<file path="src/rtl/cr_ob_rx_pkg.sv">
// cr_ob_rx_pkg
// Shared definitions for the outbound-stream frame receiver:
//   - tuser framing encodings carried on ob_tuser
//   - receiver state encoding
//   - bit positions inside stat_err
package cr_ob_rx_pkg;

  // Framing codes carried in ob_tuser
  localparam logic [7:0] TUSER_MID     = 8'h00;
  localparam logic [7:0] TUSER_SOT     = 8'h01;
  localparam logic [7:0] TUSER_EOT     = 8'h02;
  localparam logic [7:0] TUSER_SOT_EOT = 8'h03;

  // Receiver states
  typedef enum logic [1:0] {
    IDLE   = 2'd0,
    DATA   = 2'd1,
    REPORT = 2'd2
  } rx_state_e;

  // stat_err bit positions
  localparam int ERR_SAT = 0;  // byte or beat counter saturated
  localparam int ERR_SOT = 1;  // frame ended by SoT / SoT-EoT beat

endpackage

</file>
<file path="src/rtl/cr_ob_rx_popcnt.sv">
// cr_ob_rx_popcnt
// Combinational population count of a byte-strobe vector.
// Ports:
//   strb  in   STRB_W  byte strobes (any pattern, non-contiguous allowed)
//   cnt   out  CNT_W   number of set bits
module cr_ob_rx_popcnt #(
  parameter int STRB_W = 8,
  parameter int CNT_W  = $clog2(STRB_W) + 1
) (
  input  logic [STRB_W-1:0] strb,
  output logic [CNT_W-1:0]  cnt
);

  // Sum every strobe bit
  always_comb begin
    cnt = '0;
    for (int i = 0; i < STRB_W; i++) begin
      cnt = cnt + CNT_W'(strb[i]);
    end
  end

endmodule

</file>
<file path="src/rtl/cr_ob_frame_rx.sv">
// cr_ob_frame_rx
// Receiver for the engine's outbound AXI-Stream. Header frames are skipped
// until the data-frame SoT beat (tuser SoT with tdata[7:0] == DATA_TAG);
// payload bytes (tstrb popcount) and beats are then counted up to the frame
// terminator and the totals are offered on a valid/ready status port.
// Ports:
//   clk, rst_n          clock, asynchronous active-low reset
//   sink_en             1 permits acceptance of ob beats
//   ob_t*               outbound stream (ob_tlast is not used for framing)
//   stat_valid/ready    frame result handshake
//   stat_len/beats      payload bytes / beats of the reported frame
//   stat_tid            tid captured on the data SoT beat
//   stat_err            [0] counter saturated, [1] SoT seen inside frame
//   frame_cnt           frames reported since reset, wraps
module cr_ob_frame_rx
  import cr_ob_rx_pkg::*;
#(
  parameter int         DATA_W   = 64,
  parameter int         STRB_W   = 8,
  parameter int         USER_W   = 8,
  parameter int         TID_W    = 1,
  parameter int         LEN_W    = 32,
  parameter logic [7:0] DATA_TAG = 8'h05
) (
  input  logic              clk,
  input  logic              rst_n,
  input  logic              sink_en,
  input  logic              ob_tvalid,
  output logic              ob_tready,
  input  logic [DATA_W-1:0] ob_tdata,
  input  logic [STRB_W-1:0] ob_tstrb,
  input  logic [USER_W-1:0] ob_tuser,
  input  logic [TID_W-1:0]  ob_tid,
  input  logic              ob_tlast,
  output logic              stat_valid,
  input  logic              stat_ready,
  output logic [LEN_W-1:0]  stat_len,
  output logic [LEN_W-1:0]  stat_beats,
  output logic [TID_W-1:0]  stat_tid,
  output logic [1:0]        stat_err,
  output logic [LEN_W-1:0]  frame_cnt
);

  localparam int CNT_W = $clog2(STRB_W) + 1;

  rx_state_e          state_q, state_d;
  logic               ob_tready_q, ob_tready_d;
  logic               stat_valid_q, stat_valid_d;
  logic [LEN_W-1:0]   len_q, len_d;
  logic [LEN_W-1:0]   beats_q, beats_d;
  logic [TID_W-1:0]   tid_q, tid_d;
  logic [1:0]         err_q, err_d;
  logic [LEN_W-1:0]   frame_cnt_q, frame_cnt_d;

  logic               accept_s;
  logic               count_s;
  logic               data_sot_s;
  logic [CNT_W-1:0]   pop_s;
  logic [LEN_W:0]     len_sum_s;
  logic [LEN_W:0]     beats_sum_s;
  logic [LEN_W-1:0]   len_next_s;
  logic [LEN_W-1:0]   beats_next_s;
  logic               sat_s;
  logic               unused_s;

  assign unused_s = ^{ob_tdata[DATA_W-1:8], ob_tlast};

  cr_ob_rx_popcnt #(
    .STRB_W (STRB_W),
    .CNT_W  (CNT_W)
  ) u_popcnt (
    .strb (ob_tstrb),
    .cnt  (pop_s)
  );

  assign accept_s   = ob_tvalid & ob_tready_q;
  assign data_sot_s = (ob_tuser == USER_W'(TUSER_SOT)) & (ob_tdata[7:0] == DATA_TAG);

  // Saturating running totals; the extra MSB of each sum flags overflow
  always_comb begin
    len_sum_s    = {1'b0, len_q} + (LEN_W+1)'(pop_s);
    beats_sum_s  = {1'b0, beats_q} + (LEN_W+1)'(1'b1);
    len_next_s   = len_sum_s[LEN_W]   ? {LEN_W{1'b1}} : len_sum_s[LEN_W-1:0];
    beats_next_s = beats_sum_s[LEN_W] ? {LEN_W{1'b1}} : beats_sum_s[LEN_W-1:0];
    sat_s        = len_sum_s[LEN_W] | beats_sum_s[LEN_W];
  end

  // Next-state, counters and registered-output next values
  always_comb begin
    state_d     = state_q;
    len_d       = len_q;
    beats_d     = beats_q;
    tid_d       = tid_q;
    err_d       = err_q;
    frame_cnt_d = frame_cnt_q;
    count_s     = 1'b0;

    case (state_q)
      IDLE: begin
        // Only the tagged SoT opens a frame; everything else is dropped
        if (accept_s && data_sot_s) begin
          state_d = DATA;
          len_d   = '0;
          beats_d = '0;
          tid_d   = ob_tid;
          err_d   = 2'b00;
        end else begin
          state_d = IDLE;
        end
      end
      DATA: begin
        if (accept_s) begin
          case (ob_tuser)
            USER_W'(TUSER_SOT): begin
              // A new SoT closes the frame uncounted with the totals so far
              err_d[ERR_SOT] = 1'b1;
              state_d        = REPORT;
            end
            USER_W'(TUSER_EOT): begin
              count_s = 1'b1;
              state_d = REPORT;
            end
            USER_W'(TUSER_SOT_EOT): begin
              count_s        = 1'b1;
              err_d[ERR_SOT] = 1'b1;
              state_d        = REPORT;
            end
            default: begin
              // TUSER_MID and any unknown code are plain payload beats
              count_s = 1'b1;
            end
          endcase
        end else begin
          state_d = DATA;
        end
      end
      REPORT: begin
        if (stat_valid_q && stat_ready) begin
          state_d     = IDLE;
          frame_cnt_d = frame_cnt_q + LEN_W'(1'b1);
        end else begin
          state_d = REPORT;
        end
      end
      default: begin
        state_d = IDLE;
      end
    endcase

    len_d          = count_s ? len_next_s : len_d;
    beats_d        = count_s ? beats_next_s : beats_d;
    err_d[ERR_SAT] = err_d[ERR_SAT] | (count_s & sat_s);

    // Looking at state_d lets ready drop together with the terminating
    // beat and rise in the same cycle stat_valid falls
    ob_tready_d  = sink_en & (state_d != REPORT);
    stat_valid_d = (state_d == REPORT);
  end

  // State and output registers
  always_ff @(posedge clk or negedge rst_n) begin
    if (!rst_n) begin
      state_q      <= IDLE;
      ob_tready_q  <= 1'b0;
      stat_valid_q <= 1'b0;
      len_q        <= '0;
      beats_q      <= '0;
      tid_q        <= '0;
      err_q        <= 2'b00;
      frame_cnt_q  <= '0;
    end else begin
      state_q      <= state_d;
      ob_tready_q  <= ob_tready_d;
      stat_valid_q <= stat_valid_d;
      len_q        <= len_d;
      beats_q      <= beats_d;
      tid_q        <= tid_d;
      err_q        <= err_d;
      frame_cnt_q  <= frame_cnt_d;
    end
  end

  assign ob_tready  = ob_tready_q;
  assign stat_valid = stat_valid_q;
  assign stat_len   = len_q;
  assign stat_beats = beats_q;
  assign stat_tid   = tid_q;
  assign stat_err   = err_q;
  assign frame_cnt  = frame_cnt_q;

endmodule

</file>
<file path="config.mk">
export PLATFORM = sky130hd
export DESIGN_NAME = cr_ob_frame_rx
export DESIGN_NICKNAME = d
export VERILOG_FILES = /design/src/rtl/cr_ob_rx_pkg.sv /design/src/rtl/cr_ob_rx_popcnt.sv /design/src/rtl/cr_ob_frame_rx.sv
export SDC_FILE = /design/constraint.sdc
export NUM_CORES = 1
export LEC_CHECK = 0
export ABC_CLOCK_PERIOD_IN_PS = 3900
export BUFFER_PORTS_ARGS = -buffer_cell sky130_fd_sc_hd__clkbuf_2
export CAP_MARGIN = 20
export CORE_MARGIN = 2
export CORE_UTILIZATION = 35
export DETAILED_ROUTE_END_ITERATION = 8
export PLACE_DENSITY = 0.63
export SYNTH_ARGS = -nofsm -noshare
export SYNTH_HDL_FRONTEND = slang
export SYNTH_SLANG_ARGS = --single-unit
</file>
<file path="constraint.sdc">
create_clock -name clk -period 3.9 [get_ports clk]
set_input_delay 0.39 -clock clk [delete_from_list [all_inputs] [get_ports clk]]
set_output_delay 0.39 -clock clk [all_outputs]
set_load 0.02 [all_outputs]
</file>
==> reports/qor.yml <==
status:
  status: "completed"
yosys:
  yosysSeqAreaShare: 0.450
  synth_edf_count: 0
  syn_avg_cell_area_um2: 9.46
  ys_ff_latch: 103
  synth_cells: 605
  postSynth.asyncResetShare: 1.00
  yosysUniqueCellTypes: 57
  netlist_area_um2: 5720
  ys_warn_count: 0
  syn_nets: 706
  synth-main-ff-cell: "dfrtp_1"
cts:
  cts_tree: "built"
  cts.clk_slew.worst_paths_ns: 0.07
  clock-sinks: 103
  max-clock-path-buffers: 2
  cts_resized: 0
  htreeDepth: 3
  worstSkewPairLatency_ns: 0.36
  cts_setup_buffers: 0
  cts_root_buffer: "clkbuf_16"
  cts_buffers: 9
  hold_buffers: 0
cells_and_area:
  nFillCells: 1579
  layout_common_cells: "clkbuf_2, dfrtp_1, nor2_1"
  final_nets: 850
  final_common_cell: "clkbuf_2"
  drive_gt1_frac: 0.271
  area_growth_syn_to_layout_pct: 25.1
  antennaDiodeCount: 0
drt:
  drc: 0
  avgViaCountPerCell: 5.47
  postRouteWirelength_um: 15600
  vias: 5309
  ant_nets: 0
  wire_per_inst_um: 16.1
  firstDrtPassIters: 4
  drtIter0Drc: 288
floorplan:
  boundaryPins: 188
  initial_utilization: 0.359
  design.core.area_um2: 15900
  fp.dieH_um: 132
  rows: 46
  die_area_um2: 17400
  die_w_um: 132
timing:
  drv_slew: 0
  fin_setup_tns_ns: 0
  whs_ns: 0.0559
  min_period_ns: 3.76
  relSlewSlack: 0.340
  setup_slack_ns: 0.136
  max_clock_freq_ghz: 0.266
  fin_crit_sh: 0.965
  rsz0062_at_grt: "yes"
  hold_violations: 0
  worst_slew_pin_slew_ns: 0.988
  setup_violations: 0
  final.setup_skew_ns: 0.00909
power_and_ir_drop:
  leakage_uw: 0.00337
  power_uw: 2780
  vdd_ir_drop_max_mv: 0.277
  power.density_nw_per_um2: 387
global_route:
  antenna_found_initial: 0
  grt_pass1_vias: 5069
  grt-ovfl-total: 0
  grt_pass1_wl_um: 25700
  grt_max_degree: 52
  grtUsageTotal: 0.179
worst_setup_path:
  worstPathRequired_ns: 4.13
  critPathCaptureType: "register"
  crit_arrival_ns: 3.99
  path_class: "in2reg"
  cp-start-kind: "input port"
  crit_fanout: 5
placement:
  routabilityCongestion: 0.837
  place_ws_ns: -0.264
  portBuffers: 130
  dp_hpwl_um: 11000
hold_path:
  holdCritPathClass: "in2async"
job:
  max-cap-violations: 0
## critical path, stage by stage
cell	delay, ns
clkbuf_2	0.08
ha_1	0.26
inv_1	0.04
fa_1	0.49
fa_1	0.43
fa_2	0.37
fa_2	0.34
xnor2_1	0.13
ha_1	0.34
nand4_1	0.13
o22ai_2	0.24
buf_6	0.15
nand4_1	0.19
o211ai_1	0.27
o211ai_1	0.12
## synth_stat cells (20+ instances only)
| cell type | instances | share of area |
|---|---|---|
| dfrtp_1 | 103 | 0.45 |
| o21ai_0 | 22 | 0.019 |
| nor3_1 | 30 | 0.026 |
| nand4_1 | 23 | 0.025 |
| a21oi_1 | 35 | 0.031 |
| nor2_1 | 43 | 0.028 |
| nand3_1 | 33 | 0.029 |
| xnor2_1 | 20 | 0.031 |
| and3_1 | 27 | 0.030 |
| inv_1 | 26 | 0.017 |
| nand2_1 | 33 | 0.022 |
| a31oi_1 | 26 | 0.028 |
## sequential cells by signal (all words and copies together) (netlist names)
signal / count
stat_tid: 1
stat_len: 32
stat_beats: 32
state_q: 2
frame_cnt: 32
ob_tready: 1
stat_err: 2
stat_valid: 1
## path summary, 6_finish.rpt
| kind | startpoint | to | slack [ns] | depth (start not counted) |
|---|---|---|---|---|
| min in group clk | ob_tid | stat_tid | 0.22 | 3 |
| min reg2reg | frame_cnt[31] | frame_cnt[31] | 0.47 | 1 |
| max | ob_tstrb[0] | stat_len[19] | 0.14 | 15 |
| min | rst_n | frame_cnt[23] | 0.06 | 1 |
| max reg2reg | stat_beats[0] | stat_beats[27] | 1.34 | 6 |
| max in group asynchronous | rst_n | stat_beats[1] | 2.99 | 2 |
## logic make-up after synthesis
family,count (synthesis),share of synthesized area
buffers and inverters,52,0.0352
multiplexers,3,0.00546
AND/OR/NAND/NOR,255,0.252
AO/OA/AOI/OAI,143,0.166
adder cells (fa/ha/maj),14,0.0372
XOR/XNOR,35,0.0536
flip-flops,103,0.450
## layout make-up
type | instances | area [um^2] | share of cell area
clock buffers | 10 | 229 | 0.0320
well taps | 216 | 270 | 0.0377
multi-input cells | 450 | 3050 | 0.426
inverters | 26 | 97.6 | 0.0136
flip-flops and latches | 103 | 2580 | 0.360
repair buffers | 159 | 872 | 0.122
clock inverters | 6 | 67.6 | 0.00943
## per-stage QoR
step | utilization | std cells | cell area (um^2)
after floorplan | - | 605 | 5770
after global placement | 0.426 | 953 | 6800
after detailed placement | 0.426 | 953 | 6800
after CTS | 0.445 | 969 | 7100
after global routing | 0.449 | 970 | 7160
final | 0.449 | 970 | 7160
## routing by layer
layer,global-route usage,up-vias,part of all wire
li1,-,2579,-
met1,0.246,2598,0.48
met2,0.292,123,0.47
met3,0.0346,9,0.047
met4,0.0435,0,0.0072
met5,0,-,0
## where the power goes
part	total [uW]	switching [uW]	internal, uW
combinational	636	355	281
clock	925	423	502
sequential	1220	92.5	1120
Note: power is estimated with default switching activity, not from simulation.
